===== config.mk =====
export PLATFORM = sky130hd
export DESIGN_NAME = spi_reg_bank
export DESIGN_NICKNAME = d
export VERILOG_FILES = /design/src/rtl/spi_pkg.sv /design/src/rtl/spi_sync_edge.sv /design/src/rtl/spi_reg_bank.sv
export SDC_FILE = /design/constraint.sdc
export NUM_CORES = 1
export LEC_CHECK = 0
export ABC_CLOCK_PERIOD_IN_PS = 2800
export BUFFER_PORTS_ARGS = -buffer_cell sky130_fd_sc_hd__buf_4
export CORE_ASPECT_RATIO = 0.8
export CORE_MARGIN = 4
export CORE_UTILIZATION = 57
export CTS_BUF_LIST = sky130_fd_sc_hd__clkbuf_16
export DETAILED_ROUTE_END_ITERATION = 8
export GPL_TIMING_DRIVEN = 1
export PLACE_DENSITY_LB_ADDON = 0.05
export SYNTH_ARGS = -nofsm -noshare
export SYNTH_HDL_FRONTEND = slang
export SYNTH_SLANG_ARGS = --single-unit

===== constraint.sdc =====
create_clock -name clk -period 2.8 [get_ports clk]
set_input_delay 0.42 -clock clk [delete_from_list [all_inputs] [get_ports clk]]
set_output_delay 0.42 -clock clk [all_outputs]
set_load 0.01 [all_outputs]

===== src/rtl/spi_pkg.sv =====
// Shared constants, frame-field helpers and FSM state type
// for the SPI register bank.
package spi_pkg;

    localparam logic RW_WRITE = 1'b1;
    localparam logic RW_READ  = 1'b0;

    localparam int unsigned REG_RST_VAL = 0;

    typedef enum logic [1:0] {
        IDLE,
        SHIFT,
        COMMIT
    } state_e;

    function automatic int frame_w(input int aw, input int dw);
        return 1 + aw + dw;
    endfunction

    function automatic int addr_lsb(input int dw);
        return dw;
    endfunction

    function automatic int data_lsb();
        return 0;
    endfunction

endpackage


===== src/rtl/spi_sync_edge.sv =====
// Multi-flop synchroniser with a delay flop for edge detection.
// Exposes the synced level plus one-cycle rise/fall pulses.
module spi_sync_edge #(
    parameter int STAGES = 2
) (
    input  logic clk,
    input  logic rst_n,
    input  logic d,
    output logic level,
    output logic rise,
    output logic fall
);

    logic [STAGES-1:0] sync_q, sync_d;
    logic              dly_q, dly_d;

    always_comb begin
        sync_d = {sync_q[STAGES-2:0], d};
        dly_d  = sync_q[STAGES-1];
    end

    always_ff @(posedge clk or negedge rst_n) begin
        if (!rst_n) begin
            sync_q <= '0;
            dly_q  <= 1'b0;
        end else begin
            sync_q <= sync_d;
            dly_q  <= dly_d;
        end
    end

    assign level = sync_q[STAGES-1];
    assign rise  = level & ~dly_q;
    assign fall  = ~level & dly_q;

endmodule


===== src/rtl/spi_reg_bank.sv =====
// SPI mode-0 peripheral exposing a small read/write register bank,
// with write strobes, read-back on cipo and a malformed-frame flag.
module spi_reg_bank
    import spi_pkg::*;
#(
    parameter int DATA_W      = 8,
    parameter int ADDR_W      = 7,
    parameter int NUM_REGS    = 5,
    parameter int SYNC_STAGES = 2
) (
    input  logic                       clk,
    input  logic                       rst_n,
    input  logic                       ncs,
    input  logic                       sclk,
    input  logic                       copi,
    output logic                       cipo,
    output logic                       cipo_oe,
    output logic [NUM_REGS*DATA_W-1:0] regs_flat,
    output logic                       wr_strobe,
    output logic [ADDR_W-1:0]          wr_addr,
    output logic                       frame_err
);

    localparam int FRAME_W = frame_w(ADDR_W, DATA_W);
    localparam int CW      = $clog2(FRAME_W + 1);
    localparam int A_LSB   = addr_lsb(DATA_W);
    localparam int D_LSB   = data_lsb();

    logic ncs_lvl, ncs_rise, ncs_fall;
    logic sclk_lvl, sclk_rise, sclk_fall;
    logic copi_lvl, copi_rise, copi_fall;

    spi_sync_edge #(.STAGES(SYNC_STAGES)) u_ncs (
        .clk(clk), .rst_n(rst_n), .d(ncs),
        .level(ncs_lvl), .rise(ncs_rise), .fall(ncs_fall)
    );
    spi_sync_edge #(.STAGES(SYNC_STAGES)) u_sclk (
        .clk(clk), .rst_n(rst_n), .d(sclk),
        .level(sclk_lvl), .rise(sclk_rise), .fall(sclk_fall)
    );
    spi_sync_edge #(.STAGES(SYNC_STAGES)) u_copi (
        .clk(clk), .rst_n(rst_n), .d(copi),
        .level(copi_lvl), .rise(copi_rise), .fall(copi_fall)
    );

    logic unused_ok;
    assign unused_ok = ^{ncs_lvl, sclk_lvl, copi_rise, copi_fall};

    state_e              state_q, state_d;
    logic [CW-1:0]       bit_cnt_q, bit_cnt_d;
    logic [FRAME_W-1:0]  rx_q, rx_d;
    logic [DATA_W-1:0]   tx_q, tx_d;
    logic                ovf_q, ovf_d;
    logic                rw_q, rw_d;
    logic [DATA_W-1:0]   regs_q [NUM_REGS];
    logic [DATA_W-1:0]   regs_d [NUM_REGS];
    logic                wr_strobe_q, wr_strobe_d;
    logic [ADDR_W-1:0]   wr_addr_q, wr_addr_d;
    logic                frame_err_q, frame_err_d;

    logic                f_rw;
    logic [ADDR_W-1:0]   f_addr;
    logic [DATA_W-1:0]   f_data;
    logic                f_addr_ok;
    logic [DATA_W-1:0]   rd_val;

    assign f_rw      = rx_q[FRAME_W-1];
    assign f_addr    = rx_q[A_LSB +: ADDR_W];
    assign f_data    = rx_q[D_LSB +: DATA_W];
    assign f_addr_ok = {1'b0, f_addr} < (ADDR_W+1)'(NUM_REGS);

    // Mid-frame the address sits in the low bits of the shifter.
    always_comb begin
        rd_val = '0;
        for (int i = 0; i < NUM_REGS; i++) begin
            if (rx_q[ADDR_W-1:0] == ADDR_W'(i)) rd_val = regs_q[i];
        end
    end

    always_comb begin
        state_d     = state_q;
        bit_cnt_d   = bit_cnt_q;
        rx_d        = rx_q;
        tx_d        = tx_q;
        ovf_d       = ovf_q;
        rw_d        = rw_q;
        regs_d      = regs_q;
        wr_strobe_d = 1'b0;
        wr_addr_d   = wr_addr_q;
        frame_err_d = 1'b0;
        unique case (state_q)
            IDLE, COMMIT: begin
                state_d = IDLE;
                if (ncs_fall) begin
                    state_d   = SHIFT;
                    bit_cnt_d = '0;
                    rx_d      = '0;
                    tx_d      = '0;
                    ovf_d     = 1'b0;
                    rw_d      = RW_WRITE;
                end
            end
            SHIFT: begin
                if (ncs_rise) begin
                    state_d = COMMIT;
                    if (bit_cnt_q == CW'(FRAME_W) && !ovf_q) begin
                        if (f_rw == RW_WRITE && f_addr_ok) begin
                            for (int i = 0; i < NUM_REGS; i++) begin
                                if (f_addr == ADDR_W'(i)) regs_d[i] = f_data;
                            end
                            wr_strobe_d = 1'b1;
                            wr_addr_d   = f_addr;
                        end
                    end else if (bit_cnt_q != '0) begin
                        frame_err_d = 1'b1;
                    end
                end else if (sclk_rise) begin
                    if (bit_cnt_q < CW'(FRAME_W)) begin
                        rx_d      = {rx_q[FRAME_W-2:0], copi_lvl};
                        bit_cnt_d = bit_cnt_q + CW'(1);
                        if (bit_cnt_q == '0) rw_d = copi_lvl;
                    end else begin
                        ovf_d = 1'b1;
                    end
                end else if (sclk_fall && rw_q == RW_READ) begin
                    if (bit_cnt_q == CW'(1 + ADDR_W)) begin
                        tx_d = rd_val;
                    end else if (bit_cnt_q > CW'(1 + ADDR_W) &&
                                 bit_cnt_q < CW'(FRAME_W)) begin
                        tx_d = tx_q << 1;
                    end
                end
            end
            default: state_d = IDLE;
        endcase
    end

    always_ff @(posedge clk or negedge rst_n) begin
        if (!rst_n) begin
            state_q     <= IDLE;
            bit_cnt_q   <= '0;
            rx_q        <= '0;
            tx_q        <= '0;
            ovf_q       <= 1'b0;
            rw_q        <= RW_WRITE;
            wr_strobe_q <= 1'b0;
            wr_addr_q   <= '0;
            frame_err_q <= 1'b0;
            for (int i = 0; i < NUM_REGS; i++) begin
                regs_q[i] <= DATA_W'(REG_RST_VAL);
            end
        end else begin
            state_q     <= state_d;
            bit_cnt_q   <= bit_cnt_d;
            rx_q        <= rx_d;
            tx_q        <= tx_d;
            ovf_q       <= ovf_d;
            rw_q        <= rw_d;
            wr_strobe_q <= wr_strobe_d;
            wr_addr_q   <= wr_addr_d;
            frame_err_q <= frame_err_d;
            regs_q      <= regs_d;
        end
    end

    always_comb begin
        regs_flat = '0;
        for (int i = 0; i < NUM_REGS; i++) begin
            regs_flat[i*DATA_W +: DATA_W] = regs_q[i];
        end
    end

    assign cipo      = tx_q[DATA_W-1];
    assign cipo_oe   = (state_q == SHIFT) && (bit_cnt_q != '0) &&
                       (rw_q == RW_READ);
    assign wr_strobe = wr_strobe_q;
    assign wr_addr   = wr_addr_q;
    assign frame_err = frame_err_q;

endmodule


# Yosys cells after proc, flatten, opt, wreduce, memory -nomap -nowiden

Cells that the tools add are included.

Word-level logic and storage cells: 122
Input bits: 5
Register bits: 90
Output and inout port bits: 51

Bitwise gates (word level): 9
Add/subtract/negate cells: 1
Mux-type cells: 44
Order comparisons: 3
Equality and inequality tests: 22
Reduce and logical (&&, ||, !) cells: 24

Operators by type and width:

| operator                                                                         | count |
|---|---|
| 8-bit 2-to-1 mux                                                                 | 11 |
| 16-bit 2-to-1 mux                                                                | 4 |
| 5-bit AND reduction                                                              | 7 |
| 16-bit case mux with 2 select lines                                              | 1 |
| 7-bit by 2-bit == test with 1-bit output (second input constant)                 | 4 |
| 5-bit 2-to-1 mux                                                                 | 4 |
| 1-bit 2-to-1 mux                                                                 | 18 |
| 2-bit inequality test (second input constant)                                    | 9 |
| 8-bit case mux with 2 select lines                                               | 1 |
| 7-bit by 1-bit == test with 1-bit output (second input constant)                 | 2 |
| 7-bit by 3-bit == test with 1-bit output (second input constant)                 | 2 |
| 7-bit zero test                                                                  | 2 |
| 6-bit AND reduction                                                              | 2 |
| 5-bit case mux with 2 select lines                                               | 1 |
| 7-bit by 3-bit less-than comparator with 1-bit output (second input constant)    | 1 |
| 1-bit logical AND                                                                | 6 |
| 5-bit by 1-bit adder with 5-bit output (second input constant)                   | 1 |
| 5-bit by 4-bit == test with 1-bit output (second input constant)                 | 1 |
| 5-bit == test (second input constant)                                            | 1 |
| 5-bit by 4-bit greater-than comparator with 1-bit output (second input constant) | 1 |
| 5-bit zero test                                                                  | 1 |
| 5-bit less-than comparator (second input constant)                               | 1 |
| 1-bit NOT                                                                        | 5 |
| 5-bit nonzero test                                                               | 1 |
| 12 further kinds                                                                 | 16 |

# Longest topological paths before layout

Gate-level depths: netlist of the first run.

Depth in word-level cells: 11
Mapped depth: 7

# Hierarchy

From an unflattened synthesis of the first run, not the netlist that was laid out.

Cells, all modules: 351
Area total of the unflattened synthesis: 4095.2 um2

Modules (own cells, without submodules):

| module        | area each (um2) | seq. area each (um2) | cells an instance | instances |
|---|---|---|---|---|
| spi_reg_bank  | 3824.9          | 2053.2               | 336               | 1 |
| spi_sync_edge | 90.1            | 75.1                 | 5                 | 3 |

# Worst setup path after synthesis of the first run

Ideal clock, no wire load.

Path kind: register -> register
From: reg bit_cnt_q[0]
To: reg regs_q, in the netlist regs_flat[10]
Cell stages (with the launch flop): 7
Period minus slack after synthesis: 2.157 ns
Data arrival time: 2.032 ns
Data required time: 2.675 ns
Buffers on the path: 0
Path slack: 0.643 ns
Path through: dfrtp_1 -> inv_1 -> ha_1 -> nor3b_4 -> nand4_4 -> nor4_4 -> mux2_4

Word-level cells in the longest chain between the ends: 3

Ends and longest elaborated chain:

| item                                 | line                | text |
|---|---|---|
| start: declaration                   | spi_reg_bank.sv:50  | `logic [CW-1:0] bit_cnt_q, bit_cnt_d;` |
| start signal: assignment             | spi_reg_bank.sv:154 | `bit_cnt_q <= bit_cnt_d;` |
| 5-bit == test                        | spi_reg_bank.sv:106 | `if (bit_cnt_q == CW'(FRAME_W) && !ovf_q) begin` |
| 1-bit logical AND                    | spi_reg_bank.sv:106 |  |
| 5-bit AND reduction (no source line) | --                  |  |
| end signal: indexed assignment       | spi_reg_bank.sv:150 | `regs_q[i] <= DATA_W'(REG_RST_VAL);` |
| end signal: assignment               | spi_reg_bank.sv:162 | `regs_q <= regs_d;` |
| end: declaration                     | spi_reg_bank.sv:55  | `logic [DATA_W-1:0] regs_q [NUM_REGS];` |

No other way between the ends.
A chain may end at the register's enable or synchronous reset.

# Worst setup path in the final report of the first run

From: reg state_q[0]
To: reg bit_cnt_q[1]

Word-level cells in the longest chain between the ends: 4

Ends and longest elaborated chain:

| item                                                                         | line                | text |
|---|---|---|
| start: declaration                                                           | spi_reg_bank.sv:49  | `state_e state_q, state_d;` |
| start signal: assignment                                                     | spi_reg_bank.sv:153 | `state_q <= state_d;` |
| 2-bit == test or 2-bit zero test (tied branches)                             | spi_reg_bank.sv:91  | `unique case (state_q)` |
| 2-bit OR reduction                                                           | spi_reg_bank.sv:91  |  |
| 2-bit inequality test (no source line) or 2-bit nonzero test (tied branches) | --                  |  |
| 5-bit AND reduction (no source line)                                         | --                  |  |

Parallel ways exist; a longest one is shown, timed or not.

==> impl_results.md, run 1 <==
- Outcome: completed
- Reg clk slew, reported paths: about 60 ps
- CTS H-tree depth: 3
- Critical path peak fanout: 17
- Largest net degree at the start of global routing: 58
- Area delta synth->final: 20.7%
- Post-CTS resize count: 0
- GRT Total Usage: 0.247
- Antenna fix cells: 0
- Peak supply drop: between 0.2 and 0.3 mV
- Share of layout cells above drive strength 1: 0.355
- CTS Buffer Depth: 2
- Final hold vios: 0
- Synth unique cells: 56
- Routed len/inst: around 20 um
- DR vias: around 3100
- Synth Warn #: 0
- Die height: roughly 85 um
- Die width: roughly 100 um
- Clock sinks: 90
- Clock power share: 0.400
- FFs w/ async S/R, synth: 1.00
- Antenna viol nets, final: 0
- RR Startpoint: state_q[0]$_DFFE_PN0P_
- Num CTS Buffers: 9
- Gp weighted congestion: roughly 0.88
- RSZ-0062 raised after global routing: false
- Seq cells post-synth: 90
- # rows: 27
- Internal power: 2.20 mW
- Lkg Pwr: between 2 and 2.5 nW
- Startpoint type of the worst setup path: register
- Root Driver: clkbuf_16
- EDFF count, synth: 0
- Register area: 2250 sq um
- Count of input and output buffers: 55
- DRT Pass-1 Iters: 4
- Leading cell type in the layout, fill and taps excluded: dfrtp_1
- Max-Cap Viols: 0
- Rel. slew slack: 0.525
- Pwr Total: roughly 3.0 mW
- Kind of end point of the critical path: register
- Die ar.: between 8000 and 9000 sq um
- Initial core utilization: 0.597
- Final setup violation count: 0
- Mean Syn Cell Area: approximately 12 sq um
- GR Overflow Total: 0
- Minimum clock period: between 2000 and 2500 ps
- Setup bufs post-CTS: 0
- Crit Path Category: reg -> reg
- Worst EP arrival: approximately 2700 ps
- DP HPWL: around 6800 um
- Post-route DRC: 0
- FMAX: 411 MHz
- Worst-Skew Late Latency: around 340 ps
- Synth Instances: 347
- Detailed Route WL: between 10000 and 15000 um
- Initial antenna violation count: 0
- Io pins: 56
- Setup TNS: 0 ps
- Post-Syn Area: ~4200 sq um
- Critical Path RT: between 3000 and 4000 ps
- Register area share after synthesis: 0.539
- TritonCTS clock tree: built
- Worst Tran Pin Value: roughly 710 ps
- Logic gate share of total power: 0.127
- First-pass GRT wire length: between 15000 and 20000 um
- Sw frac: 0.272
- CTS Hold Bufs: 0
- Main flop type after synthesis: dfrtp_1
- Crit path launch: state_q[0]$_DFFE_PN0P_
- Max Transition Viols Final: 0
- Vias per cell: around 6
- Final period util: 0.869
- Synth Net Count: approximately 350
- Nets@finish: approximately 420
- Switching power: between 800 and 900 uW
- Flop pwr share: 0.473
- Area occupied by multi-input gates: ~1800 sq um
- PwrDens: ~600 nW/um^2
- Number of global-route vias before repair: around 3100
- Filler cells: just under 500
- Core Region: approximately 7000 sq um
- Hold WC Path Type: in -> async
- Fin Clk Skew: 9.05 ps
- Most frequent cells in the layout: dfrtp_1, buf_4, o21ai_0, mux2_2, nand2_1
- Initial DRC count: ~190
==> final timing paths <==
path,endpoint,slack (ps),depth (start not counted)
setup / recovery,bit_cnt_q[1]$_DFFE_PN0P_,370,4
hold / removal,state_q[0]$_DFFE_PN0P_,30,1
setup reg to reg,bit_cnt_q[1]$_DFFE_PN0P_,370,4
hold reg to reg,u_ncs.sync_q[1]$_DFF_PN0_,350,0
max in group asynchronous,regs_flat[10]$_DFFE_PN0P_,2130,2
min in group clk,u_copi.sync_q[0]$_DFF_PN0_,190,1
==> sequential cells by signal (all words and copies together) (netlist names) <==
name,count
bit_cnt_q,5
frame_err,1
ovf_q,1
regs_flat,40
rw_q,1
rx_q,16
state_q,2
tx_q,8
u_copi.sync_q,2
u_ncs.dly_q,1
u_ncs.sync_q,2
u_sclk.dly_q,1
u_sclk.sync_q,2
wr_addr,7
wr_strobe,1
==> logic make-up (layout without fill, tap and decap cells) <==
group	count (synthesis)	count (layout)	synth area share
AOI/OAI and AO/OA	82	82	0.125
adders and majority gates	2	2	0.00599
buffers and inverters	32	99	0.0305
DFF	90	90	0.539
muxes	54	54	0.156
and+or+nand+nor	87	87	0.143
==> critical path: stages (launching register included) <==
cell and delay, ps:
dfrtp_1 530, nand4bb_1 250, a221oi_1 680, nand2_1 520, o21ai_0 360
==> through the flow <==
stage                     setup slack (ps)   util  cell area [sq um]  instances  hold WS, ps
after floorplan                        643      -               4180        347          124
after global placement                 560  0.678               4740        485          334
after detailed placement               480  0.678               4740        485          336
after CTS                              418  0.721               5040        501         31.7
after global routing                   148  0.721               5040        501         52.1
final                                  366  0.721               5040        501         28.3
==> Yosys cell counts (3+ instances only) <==
cell / count / area (sq um)
a21oi_1: 4 / 20.0
a221oi_1: 7 / 61.3
o32ai_1: 7 / 61.3
mux2_4: 8 / 120
nor3_1: 10 / 50.1
dfrtp_1: 89 / 2230
mux2i_1: 7 / 70.1
nand3_1: 4 / 20.0
clkbuf_1: 13 / 48.8
o22ai_1: 6 / 37.5
mux2_2: 37 / 417
a22o_1: 5 / 43.8
inv_1: 14 / 52.6
and2_1: 4 / 25.0
nand2b_1: 3 / 18.8
nor4_4: 4 / 85.1
nor2_1: 12 / 45.0
nand2_1: 21 / 78.8
o21ai_0: 42 / 210
buf_2: 3 / 15.0
nor2b_1: 5 / 31.3
==> power groups by stage <==
stage | clock network, mW | registers (mW) | logic, mW
2_1_floorplan | 0 | 1.41 | 0.285
3_3_place_gp | 0 | 1.45 | 0.365
3_5_place_dp | 0 | 1.45 | 0.375
4_1_cts | 1.23 | 1.42 | 0.383
5_1_grt | 1.29 | 1.43 | 0.421
6_report | 1.21 | 1.43 | 0.384
==> per-layer routing <==
| layer | wire [um] | vias up | track usage |
|---|---|---|---|
| met5 | 0 | - | 0 |
| met1 | 4590 | 1560 | 0.349 |
| met2 | 4880 | 80 | 0.384 |
| met4 | 117 | 0 | 0.0543 |
| li1 | - | 1400 | - |
| met3 | 526 | 16 | 0.0699 |
==> cell type report <==
cell class	instances	area share
well taps	87	0.0216
clock inverters	7	0.0149
clock buffers	9	0.0447
flip-flops and latches	90	0.447
multi-input cells	225	0.356
inverters	14	0.0104
repair buffers	69	0.105
Note: power is estimated with default switching activity, not from simulation.
==> run 2, diff against run 1 <==
--- a/config.mk
+++ b/config.mk
@@ -10,7 +10,6 @@
 export CORE_ASPECT_RATIO = 0.8
 export CORE_MARGIN = 4
 export CORE_UTILIZATION = 57
-export CTS_BUF_LIST = sky130_fd_sc_hd__clkbuf_16
 export DETAILED_ROUTE_END_ITERATION = 8
 export GPL_TIMING_DRIVEN = 1
 export PLACE_DENSITY_LB_ADDON = 0.05
==> run 2 against run 1 <==
Against the previous run:
- combinational power is essentially flat
- non-clock buffer count grew 1
- sequential share of layout area grew 0.73 points
- cell area shrank 1.6%
- first-iteration DRC count grew 35%
- via count shrank 0.65%
- hold slack gained 140 ps
- power shrank 9.5%
- clock skew grew 5.6 ps
- largest power group unchanged
==> impl_results.md, run 2 (same netlist as run 1, synthesis figures left out) <==
- Outcome: completed
- Fin Clk Skew: 14.6 ps (+5.58 ps)
- Detailed Route WL: 9860 um (-2.5%)
- Die ar.: 8770 sq um (unchanged)
- Pwr Total: 2.73 mW (-9.5%)
- Initial DRC count: 262 (+35%)
- RR Endpoint: bit_cnt_q[1]$_DFFE_PN0P_
- GRT Total Usage: 0.239 (-0.00748)
- RR Startpoint: state_q[0]$_DFFE_PN0P_
- Peak supply drop: 0.316 mV (+13%)
- Sw frac: 0.288 (+0.0158)
- Post-route DRC: 0 (unchanged)
- Crit Path Category: reg -> reg
- GR Overflow Total: 0 (unchanged)
- Reg clk slew, reported paths: 90 ps (+30 ps)
- Nets@finish: 417 (+0.24%)
- Antenna fix cells: 0 (unchanged)
- CP max stage delay: 670 ps (about the same)
- Hold WC Path Type: in -> reg
- DP HPWL: 6850 um (unchanged)
- Critical path peak fanout: 17 (unchanged)
- Io pins: 56 (unchanged)
- Max Transition Viols Final: 0 (unchanged)
- Final setup violation count: 0 (unchanged)
- Root Driver: clkbuf_8
- Routed len/inst: 19.6 um (-2.7%)
- Startpoint type of the worst setup path: register
- Vias per cell: 6.05 (-0.85%)
- DR vias: 3036 (-0.65%)
- Hold Path End: u_sclk.sync_q[0]$_DFF_PN0_
- CTS H-tree depth: 3 (unchanged)
- Number of global-route vias before repair: 3067 (-1.0%)
- Share of layout cells above drive strength 1: 0.357 (+0.00155)
- Final hold vios: 0 (unchanged)
- Die width: 104 um (unchanged)
- Worst EP arrival: 2690 ps (+30 ps)
- Die height: 84.6 um (unchanged)
- Post-place setup slack: 480 ps (unchanged)
- Leading cell type in the layout, fill and taps excluded: dfrtp_1
- DRT Pass-1 Iters: 5 (+1)
- PwrDens: 551 nW/um^2 (-8.0%)
- Initial antenna violation count: 0 (unchanged)
- TritonCTS clock tree: built
- Worst-Skew Late Latency: 360 ps (+20 ps)
- RSZ-0062 raised after global routing: false
- Final WS setup: 366 ps (+0.128 ps)
- Clock sinks: 90 (unchanged)
- FMAX: 411 MHz (about the same)
- Switching power: 787 uW (-4.3%)
- Worst Min Path Start: sclk
- Lkg Pwr: 2.29 nW (-1.6%)
- Antenna viol nets, final: 0 (unchanged)
- Num CTS Buffers: 9 (unchanged)
- CTS Buffer Depth: 2 (unchanged)
- Core Region: 6990 sq um (unchanged)
- Initial core utilization: 0.597 (unchanged)
- Setup TNS: 0 ps (unchanged)
- Fin util: 0.709 (-0.0116)
- Critical Path RT: 3050 ps (+20 ps)
- Most frequent cells in the layout: dfrtp_1, buf_4, o21ai_0, mux2_2, nand2_1
- Dpl cells: 485 (unchanged)
- Placed instance area: 4740 sq um (unchanged)
- Final period util: 0.869 (about the same)
- Minimum clock period: 2430 ps (-0.128 ps)
- Kind of end point of the critical path: register
- Register area: 2250 sq um (unchanged)
- Count of input and output buffers: 55 (unchanged)
- Max-Cap Viols: 0 (unchanged)
- First-pass GRT wire length: 16700 um (-2.4%)
- Largest net degree at the start of global routing: 58 (unchanged)
- Number of flip-flops in the largest register: 40 (unchanged)
- Flop pwr share: 0.523 (+0.050)
- Worst hold slack: 169 ps (+141 ps)
- Gp weighted congestion: 0.878 (unchanged)
- Non-Filler Instances: 502 (+0.20%)
- # rows: 27 (unchanged)
- Filler cells: 503 (+1.6%)
- Setup slack, reg-to-reg: 370 ps (about the same)
- Rel. slew slack: 0.529 (+0.00368)
- Internal power: 1.95 mW (-11%)
- Final instance area: 4960 sq um (-1.6%)
- Setup bufs post-CTS: 0 (unchanged)
- Hold Crit Depth: 1
- Logic gate share of total power: 0.140 (+0.013)
- R2R cell count: 4 (unchanged)
- Crit-path slowest cell: a221oi_1
- Area occupied by multi-input gates: 1800 sq um (unchanged)
- Worst-path cell chain: nand4bb_1, a221oi_1, nand2_1, o21ai_0
- Worst Tran Pin Value: 706 ps (-5.52 ps)
- Clock power share: 0.337 (-0.063)
- Area delta synth->final: 18.7%
==> run 2: cell types whose count changed in the layout (fill, tap and decap cells not counted), sizes merged <==
cell / before / now
clkbuf: 9 / 10
clkinv: 2 / 1
dlygate4sd3: 0 / 1
==> run 2: worst max-delay path: cells and delay by family (launching register included) <==
family,cells,cell delay (ps)
AOI/OAI and AO/OA,2,1020
DFF,1,540
and+or+nand+nor,2,770
==> run 2: power groups by stage <==
stage,clock network (mW),registers [mW],logic [mW]
after floorplan,0,1.41,0.285
after global placement,0,1.45,0.365
after detailed placement,0,1.45,0.375
after CTS,0.937,1.42,0.381
after global routing,0.992,1.44,0.422
final,0.922,1.43,0.383
==> run 2: repair_timing <==
| action | in CTS | in global routing |
|---|---|---|
| hold buffers | 1 | 0 |
| endpoints found under the hold margin | 13 | 0 |
| gates resized for setup | 0 | 0 |
| endpoints found under the setup margin | 0 | 0 |
==> run 2: area by class of cell <==
cell class	count	share of cell area
multi-input cells	225	0.362
clock inverters	6	0.0144
clock buffers	10	0.0277
repair buffers	70	0.109
inverters	14	0.0106
well taps	87	0.0219
flip-flops and latches	90	0.454
==> run 2: worst max-delay path by stage <==
stage	from	endpoint	cells after the start
after floorplan	bit_cnt_q[0]$_DFFE_PN0P_	regs_flat[10]$_DFFE_PN0P_	6
after global placement	bit_cnt_q[0]$_DFFE_PN0P_	regs_flat[28]$_DFFE_PN0P_	6
after detailed placement	state_q[0]$_DFFE_PN0P_	bit_cnt_q[1]$_DFFE_PN0P_	4
after CTS	state_q[0]$_DFFE_PN0P_	cipo_oe	5
after global routing	state_q[0]$_DFFE_PN0P_	bit_cnt_q[1]$_DFFE_PN0P_	4
final	state_q[0]$_DFFE_PN0P_	bit_cnt_q[1]$_DFFE_PN0P_	4
==> run 2: per-layer routing <==
metal / part of all wire / up-vias / global-route usage
li1: - / 1402 / -
met1: 0.48 / 1539 / 0.355
met2: 0.46 / 82 / 0.356
met3: 0.052 / 13 / 0.0607
met4: 0.011 / 0 / 0.0556
met5: 0 / - / 0
